[src/rtl/slc3_pkg.sv]
// SLC-3 datapath shared types: mux/ALU select encodings and fixed constants.
// Latency: n/a (declarations only).
// Backpressure: n/a.
package slc3_pkg;

    typedef enum logic [1:0] {
        ALUK_ADD  = 2'b00,
        ALUK_AND  = 2'b01,
        ALUK_NOT  = 2'b10,
        ALUK_PASS = 2'b11
    } aluk_e;

    typedef enum logic [1:0] {
        PCMUX_INC  = 2'b00,
        PCMUX_BUS  = 2'b01,
        PCMUX_ADDR = 2'b10,
        PCMUX_HOLD = 2'b11
    } pcmux_e;

    typedef enum logic [1:0] {
        ADDR2_ZERO  = 2'b00,
        ADDR2_OFF6  = 2'b01,
        ADDR2_OFF9  = 2'b10,
        ADDR2_OFF11 = 2'b11
    } addr2mux_e;

    localparam logic [2:0] NZP_RESET = 3'b010;
    localparam logic [2:0] R7_IDX    = 3'd7;

endpackage

[src/rtl/slc3_regfile.sv]
// 8-entry register file, two asynchronous read ports, one synchronous write port.
// Latency: reads combinational; a write is visible from the cycle after the edge.
// Backpressure: none; a write happens whenever the write enable is high.
module slc3_regfile #(
    parameter int WIDTH = 16
) (
    input  logic             Clk,
    input  logic             Reset,
    input  logic             we,
    input  logic [2:0]       dr,
    input  logic [WIDTH-1:0] wdata,
    input  logic [2:0]       sr1,
    input  logic [2:0]       sr2,
    output logic [WIDTH-1:0] sr1_data,
    output logic [WIDTH-1:0] sr2_data
);

    logic [WIDTH-1:0] regs [8];

    // Reads see the stored array only, so a same-cycle write returns the old value.
    assign sr1_data = regs[sr1];
    assign sr2_data = regs[sr2];

    // Clear all registers on reset; otherwise write the selected register when enabled.
    always_ff @(posedge Clk or posedge Reset) begin
        if (Reset) begin
            for (int i = 0; i < 8; i++) begin
                regs[i] <= '0;
            end
        end else if (we) begin
            regs[dr] <= wdata;
        end
    end

endmodule

[src/rtl/slc3_datapath_p.sv]
// SLC-3 datapath: bus priority mux, address adder, ALU, PC/IR/MDR/MAR/CC/BEN state and register file.
// Latency: all loads take effect on the next rising Clk; bus, ALU and Bus_Conflict are combinational.
// Backpressure: none; Bus_Conflict is diagnostic only and blocks no load.
module slc3_datapath_p
    import slc3_pkg::*;
#(
    parameter int               WIDTH    = 16,
    parameter logic [WIDTH-1:0] PC_RESET = '0
) (
    input  logic             Clk,
    input  logic             Reset,
    input  logic             LD_IR,
    input  logic             LD_MDR,
    input  logic             LD_MAR,
    input  logic             LD_PC,
    input  logic             LD_REG,
    input  logic             LD_CC,
    input  logic             LD_BEN,
    input  logic             GatePC,
    input  logic             GateMDR,
    input  logic             GateALU,
    input  logic             GateMARMUX,
    input  logic             MIO_EN,
    input  logic             ADDR1MUX,
    input  logic             SR1MUX,
    input  logic             SR2MUX,
    input  logic             DRMUX,
    input  logic [1:0]       PCMUX,
    input  logic [1:0]       ADDR2MUX,
    input  logic [1:0]       ALUK,
    input  logic [WIDTH-1:0] MDR_In,
    output logic [WIDTH-1:0] IR_Out,
    output logic [WIDTH-1:0] MDR_Out,
    output logic [WIDTH-1:0] MAR_Out,
    output logic [WIDTH-1:0] PC_Out,
    output logic [2:0]       NZP,
    output logic             BEN,
    output logic             Bus_Conflict
);

    logic [WIDTH-1:0] ir, mdr, mar, pc;
    logic [2:0]       nzp;
    logic             ben;

    logic [WIDTH-1:0] bus;
    logic [WIDTH-1:0] sr1_data, sr2_data;
    logic [WIDTH-1:0] alu_b, alu_out;
    logic [WIDTH-1:0] addr1, addr2, addr_sum;
    logic [WIDTH-1:0] pc_next;
    logic [2:0]       dr_idx, sr1_idx;
    logic [2:0]       nzp_next;

    // Sign-extended immediates; instruction fields always come from IR[15:0].
    logic [WIDTH-1:0] imm5, off6, off9, off11;
    assign imm5  = {{(WIDTH-5){ir[4]}},   ir[4:0]};
    assign off6  = {{(WIDTH-6){ir[5]}},   ir[5:0]};
    assign off9  = {{(WIDTH-9){ir[8]}},   ir[8:0]};
    assign off11 = {{(WIDTH-11){ir[10]}}, ir[10:0]};

    assign dr_idx  = DRMUX  ? R7_IDX   : ir[11:9];
    assign sr1_idx = SR1MUX ? ir[8:6]  : ir[11:9];

    slc3_regfile #(.WIDTH(WIDTH)) u_regfile (
        .Clk      (Clk),
        .Reset    (Reset),
        .we       (LD_REG),
        .dr       (dr_idx),
        .wdata    (bus),
        .sr1      (sr1_idx),
        .sr2      (ir[2:0]),
        .sr1_data (sr1_data),
        .sr2_data (sr2_data)
    );

    assign alu_b = SR2MUX ? imm5 : sr2_data;

    // ALU: A is always SR1 data, B is register or immediate.
    always_comb begin
        alu_out = sr1_data;
        case (ALUK)
            ALUK_ADD:  alu_out = sr1_data + alu_b;
            ALUK_AND:  alu_out = sr1_data & alu_b;
            ALUK_NOT:  alu_out = ~sr1_data;
            ALUK_PASS: alu_out = sr1_data;
            default:   alu_out = sr1_data;
        endcase
    end

    // Address adder base/offset selection; the sum feeds both PCMUX and the MARMUX gate.
    always_comb begin
        addr2 = '0;
        case (ADDR2MUX)
            ADDR2_ZERO:  addr2 = '0;
            ADDR2_OFF6:  addr2 = off6;
            ADDR2_OFF9:  addr2 = off9;
            ADDR2_OFF11: addr2 = off11;
            default:     addr2 = '0;
        endcase
    end

    assign addr1    = ADDR1MUX ? sr1_data : pc;
    assign addr_sum = addr1 + addr2;

    // Bus as a fixed-priority mux (PC > MDR > ALU > MARMUX), zero when undriven.
    always_comb begin
        bus = '0;
        if (GatePC)          bus = pc;
        else if (GateMDR)    bus = mdr;
        else if (GateALU)    bus = alu_out;
        else if (GateMARMUX) bus = addr_sum;
    end

    assign Bus_Conflict = (GatePC  & (GateMDR | GateALU | GateMARMUX)) |
                          (GateMDR & (GateALU | GateMARMUX)) |
                          (GateALU & GateMARMUX);

    // Next-PC selection.
    always_comb begin
        pc_next = pc;
        case (PCMUX)
            PCMUX_INC:  pc_next = pc + {{(WIDTH-1){1'b0}}, 1'b1};
            PCMUX_BUS:  pc_next = bus;
            PCMUX_ADDR: pc_next = addr_sum;
            PCMUX_HOLD: pc_next = pc;
            default:    pc_next = pc;
        endcase
    end

    // Condition codes derived from the current bus value.
    always_comb begin
        nzp_next = 3'b001;
        if (bus[WIDTH-1])    nzp_next = 3'b100;
        else if (bus == '0)  nzp_next = 3'b010;
    end

    // PC register.
    always_ff @(posedge Clk or posedge Reset) begin
        if (Reset) begin
            pc <= PC_RESET;
        end else if (LD_PC) begin
            pc <= pc_next;
        end
    end

    // IR, MDR and MAR registers; MDR takes memory data or the bus.
    always_ff @(posedge Clk or posedge Reset) begin
        if (Reset) begin
            ir  <= '0;
            mdr <= '0;
            mar <= '0;
        end else begin
            if (LD_IR)  ir  <= bus;
            if (LD_MDR) mdr <= MIO_EN ? MDR_In : bus;
            if (LD_MAR) mar <= bus;
        end
    end

    // Condition codes and branch enable; BEN uses the pre-edge IR and NZP.
    always_ff @(posedge Clk or posedge Reset) begin
        if (Reset) begin
            nzp <= NZP_RESET;
            ben <= 1'b0;
        end else begin
            if (LD_CC)  nzp <= nzp_next;
            if (LD_BEN) ben <= |(ir[11:9] & nzp);
        end
    end

    assign IR_Out  = ir;
    assign MDR_Out = mdr;
    assign MAR_Out = mar;
    assign PC_Out  = pc;
    assign NZP     = nzp;
    assign BEN     = ben;

endmodule
[config.mk]
export PLATFORM = sky130hd
export DESIGN_NAME = slc3_datapath_p
export DESIGN_NICKNAME = d
export VERILOG_FILES = /design/src/rtl/slc3_pkg.sv /design/src/rtl/slc3_regfile.sv /design/src/rtl/slc3_datapath_p.sv
export SDC_FILE = /design/constraint.sdc
export NUM_CORES = 1
export LEC_CHECK = 0
export BUFFER_PORTS_ARGS = -buffer_cell sky130_fd_sc_hd__buf_4
export CAP_MARGIN = 5
export CORE_MARGIN = 10
export CORE_UTILIZATION = 33
export DETAILED_ROUTE_END_ITERATION = 10
export MAX_ROUTING_LAYER = met4
export PLACE_DENSITY = 0.59
export SYNTH_ARGS = -nofsm -noshare
export SYNTH_HDL_FRONTEND = slang
export SYNTH_SLANG_ARGS = --single-unit
[constraint.sdc]
create_clock -name Clk -period 9.5 [get_ports Clk]
set_clock_uncertainty 0.15 [all_clocks]
set_input_delay 0.475 -clock Clk [delete_from_list [all_inputs] [get_ports Clk]]
set_output_delay 0.475 -clock Clk [all_outputs]
set_load 0.005 [all_outputs]
==> out/results.txt <==
Die width: 220 um
Commonest non-fill, non-tap cell in the layout: dfrtp_1
CTS tree: built
Global-route usage over all layers: 21.1%
DP HPWL: 36100 um
CP max stage delay: 0.79 ns
PD cells: 370 mW/mm2
Post-Synth XOR/XNOR Area: 1.07%
Seq. cell area: 0.00491 mm2
Sw power: 2.60 mW
Clock root cell: clkbuf_16
PortBufs: 108
Hold Crit Class: in2reg
Clock power frac: 14.0%
Post-synthesis mux area share: 21.6%
CP max stage cell: nor2_1
Ys flop type: dfrtp_1
First-pass GRT wire length: 74600 um
R2r setup slk: 3.24 ns
Initial antenna violation count: 0
Die area: 0.0482 mm2
Internal cell power: 2.98 mW
Leak Pwr: 6.41 nW
Adder-Cell Fraction of Synth Area: 3.64%
Tmin final: 6.26 ns
Antenna diodes: 0
Async SR Flop Fraction: 100%
I/O Pins: 109
Fillers: 3960
Final wirelength: 49700 um
Starting DRC count in detailed routing: 977
Most frequent cells in the layout: 194 x dfrtp_1, 143 x nand2_1, 132 x buf_4, 128 x mux2_2, 114 x a21oi_1
Worst-Margin Slew: 1.13 ns
Fin crit share: 65.9%
CTS Buf Count: 17
Max Clk Rate: 160 MHz
Synth Area in Compound Gates: 18.0%
Sw Share: 46.6%
Vias in the first global route: 11300
CP Class: reg2reg
CP Capture Type: flip-flop
Synthesis Warnings: 0
Number of placed instances, taps included: 1936
VDD IR-drop max: 0.173 mV
EDFF count, synth: 0
Min Hold Slack: 0.0439 ns
Clk buf depth: 2
Synth Register Bits: 196
Distinct cells, synth: 74
Final nets: 1507
Part of the power in registers: 28.6%
CTS resizes: 0
H-tree Lvls: 4
Postcts setup bufs: 0
Avg Cell Area, Syn: 9.53 um2
Crit path max-delay family: compound AO/OA/AOI/OAI gates
Initial Util: 33.2%
Core area: 0.0395 mm2
Clk pin slew, worst setup/hold paths: 0.08 ns
Num Clock Sinks: 196
Total congestion overflow: 0
CP Launch Point: IR_Out[11]
Vias/cell: 5.87
Worst-path fanout max: 30
Simple-gate share of the synthesized area: 14.2%
CP Depth: 15
CP endpoint: NZP[1]
Worst r2r path cells: 15
Cell area after synthesis: 0.0131 mm2
Critical R2R Launch: IR_Out[11]
Critical path, cell by cell: mux2_2, nor2_1, a32oi_1, and2_1, mux2_2, ha_1, a211oi_1, o21bai_1, o41ai_1, xnor2_1, a21oi_1, o32ai_1, nor2_1, or4bb_1, o41ai_2
Setup-failing EPs final: 0
Worst Hold Depth: 2
Reg2reg end: NZP[1]
FP Rows: 73
Pre-antenna DRT Iters: 5
Largest net degree at the start of global routing: 130
Combinational Power Share: 57.4%
CP Data Required Time: 9.69 ns
Mapped Cells: 1379
Status: complete, no violations
Largest family of logic cells by synthesized area: multiplexers
Post-DRT Antenna Nets: 0
Max-slew headroom: 24.3%
DIE HEIGHT: 220 um
Startpoint types: flip-flop
Wirelength per Cell: 25.3 um
Final routed DRC violation total: 0
Crit path arrival time: 6.45 ns
Multi-input logic area: 0.00772 mm2
Syn nets: 1456
Worst Path Buf+Inv: 0
Seq/Total Area, Yosys: 37.3%
Layout cells sized above 1: 24.6%
Worst-skew pair later-pin latency: 0.46 ns
RSZ-0062 raised after global routing: no
DR vias: 11600
Area Growth Syn to Fin: 14.4%
GPL Wtd Cong: 0.959
Setup tns final: 0 ns
Final std cells w/o fill: 1968
Max Slew Vio Count: 0
MaxCap Viol Count: 0
Hold Fails Final Rpt: 0
Hold_buf cts: 0
## routing by layer
metal	wire, um	part of all wire (%)	GRT usage (%)	vias to the layer above
met5	0	0	-	-
met4	1480	3.0	6.94	0
met3	2630	5.3	2.93	85
met2	23700	48	33.2	426
met1	21900	44	27.5	5826
li1	-	-	-	5222
## Yosys cell counts, drive strengths merged, types with 6 or more instances
cell	number	area [um2]
mux2	129	1460
nand3	28	140
o211ai	10	75.1
a22oi	7	52.6
dfrtp	195	4880
and2	11	68.8
nor2b	16	100
a21oi	114	571
nand4	10	62.6
and3	19	119
or3	9	56.3
o22a	6	52.6
inv	34	128
clkbuf	81	304
buf	19	104
ha	35	438
a221oi	12	105
o31a	7	61.3
o22ai	20	125
a31oi	16	100
mux2i	52	533
mux4	38	856
nand2	143	537
o21a	7	52.6
a21o	12	90.1
o21ai	96	480
nand2b	15	93.8
xnor2	11	96.3
nor2	110	413
nor3	16	85.1
a211oi	12	90.1
## power by group through the flow
stage               clock, mW  combinational [mW]  sequential [mW]
floorplan                   0                2.25             1.43
global placement            0                3.15             1.58
detailed placement          0                3.17             1.60
CTS                     0.793                3.18             1.58
global route            0.825                3.50             1.64
finish                  0.780                3.20             1.59
## registers in the layout, indices dropped and copies added (netlist names)
name,flops
u_regfile.regs,128
IR_Out,16
MAR_Out,16
MDR_Out,16
PC_Out,16
NZP,3
BEN,1
## metrics by stage
stage,power (mW),utilization [%],cell area [um2],setup WS (ns)
after floorplan,3.68,-,13100,3.54
after global placement,4.73,36.4,14400,3.34
after detailed placement,4.76,36.4,14400,3.27
after CTS,5.56,38.0,15000,3.32
after global routing,5.97,38.0,15000,2.91
final,5.57,38.0,15000,3.24
## how the worst min path moves through the flow
stage / start / to / slack [ns]
6_report: LD_BEN / BEN / 0.04
5_1_grt: LD_BEN / BEN / 0.04
4_1_cts: LD_BEN / BEN / 0.03
3_5_place_dp: u_regfile.regs[7] / u_regfile.regs[7] / 0.34
3_3_place_gp: u_regfile.regs[19] / u_regfile.regs[19] / 0.33
2_1_floorplan: u_regfile.regs[57] / u_regfile.regs[57] / 0.31
## logic make-up (layout without fill, tap and decap cells)
family          count (synthesis)  after routing
simple gates                  401            401
compound gates                374            374
mux                           219            219
flops                         196            196
buf+inv                       136            200
fa+ha+maj                      37             37
xor+xnor                       16             16
## final cells by class
cell class	count	share of cell area (%)
multi-input combinational	1047	51.3
inverter	36	0.948
timing repair buffer	132	6.59
sequential	196	32.6
tap	525	4.37
clock inverter	15	1.32
clock buffer	17	2.83
Note: power is estimated with default switching activity, not from simulation.
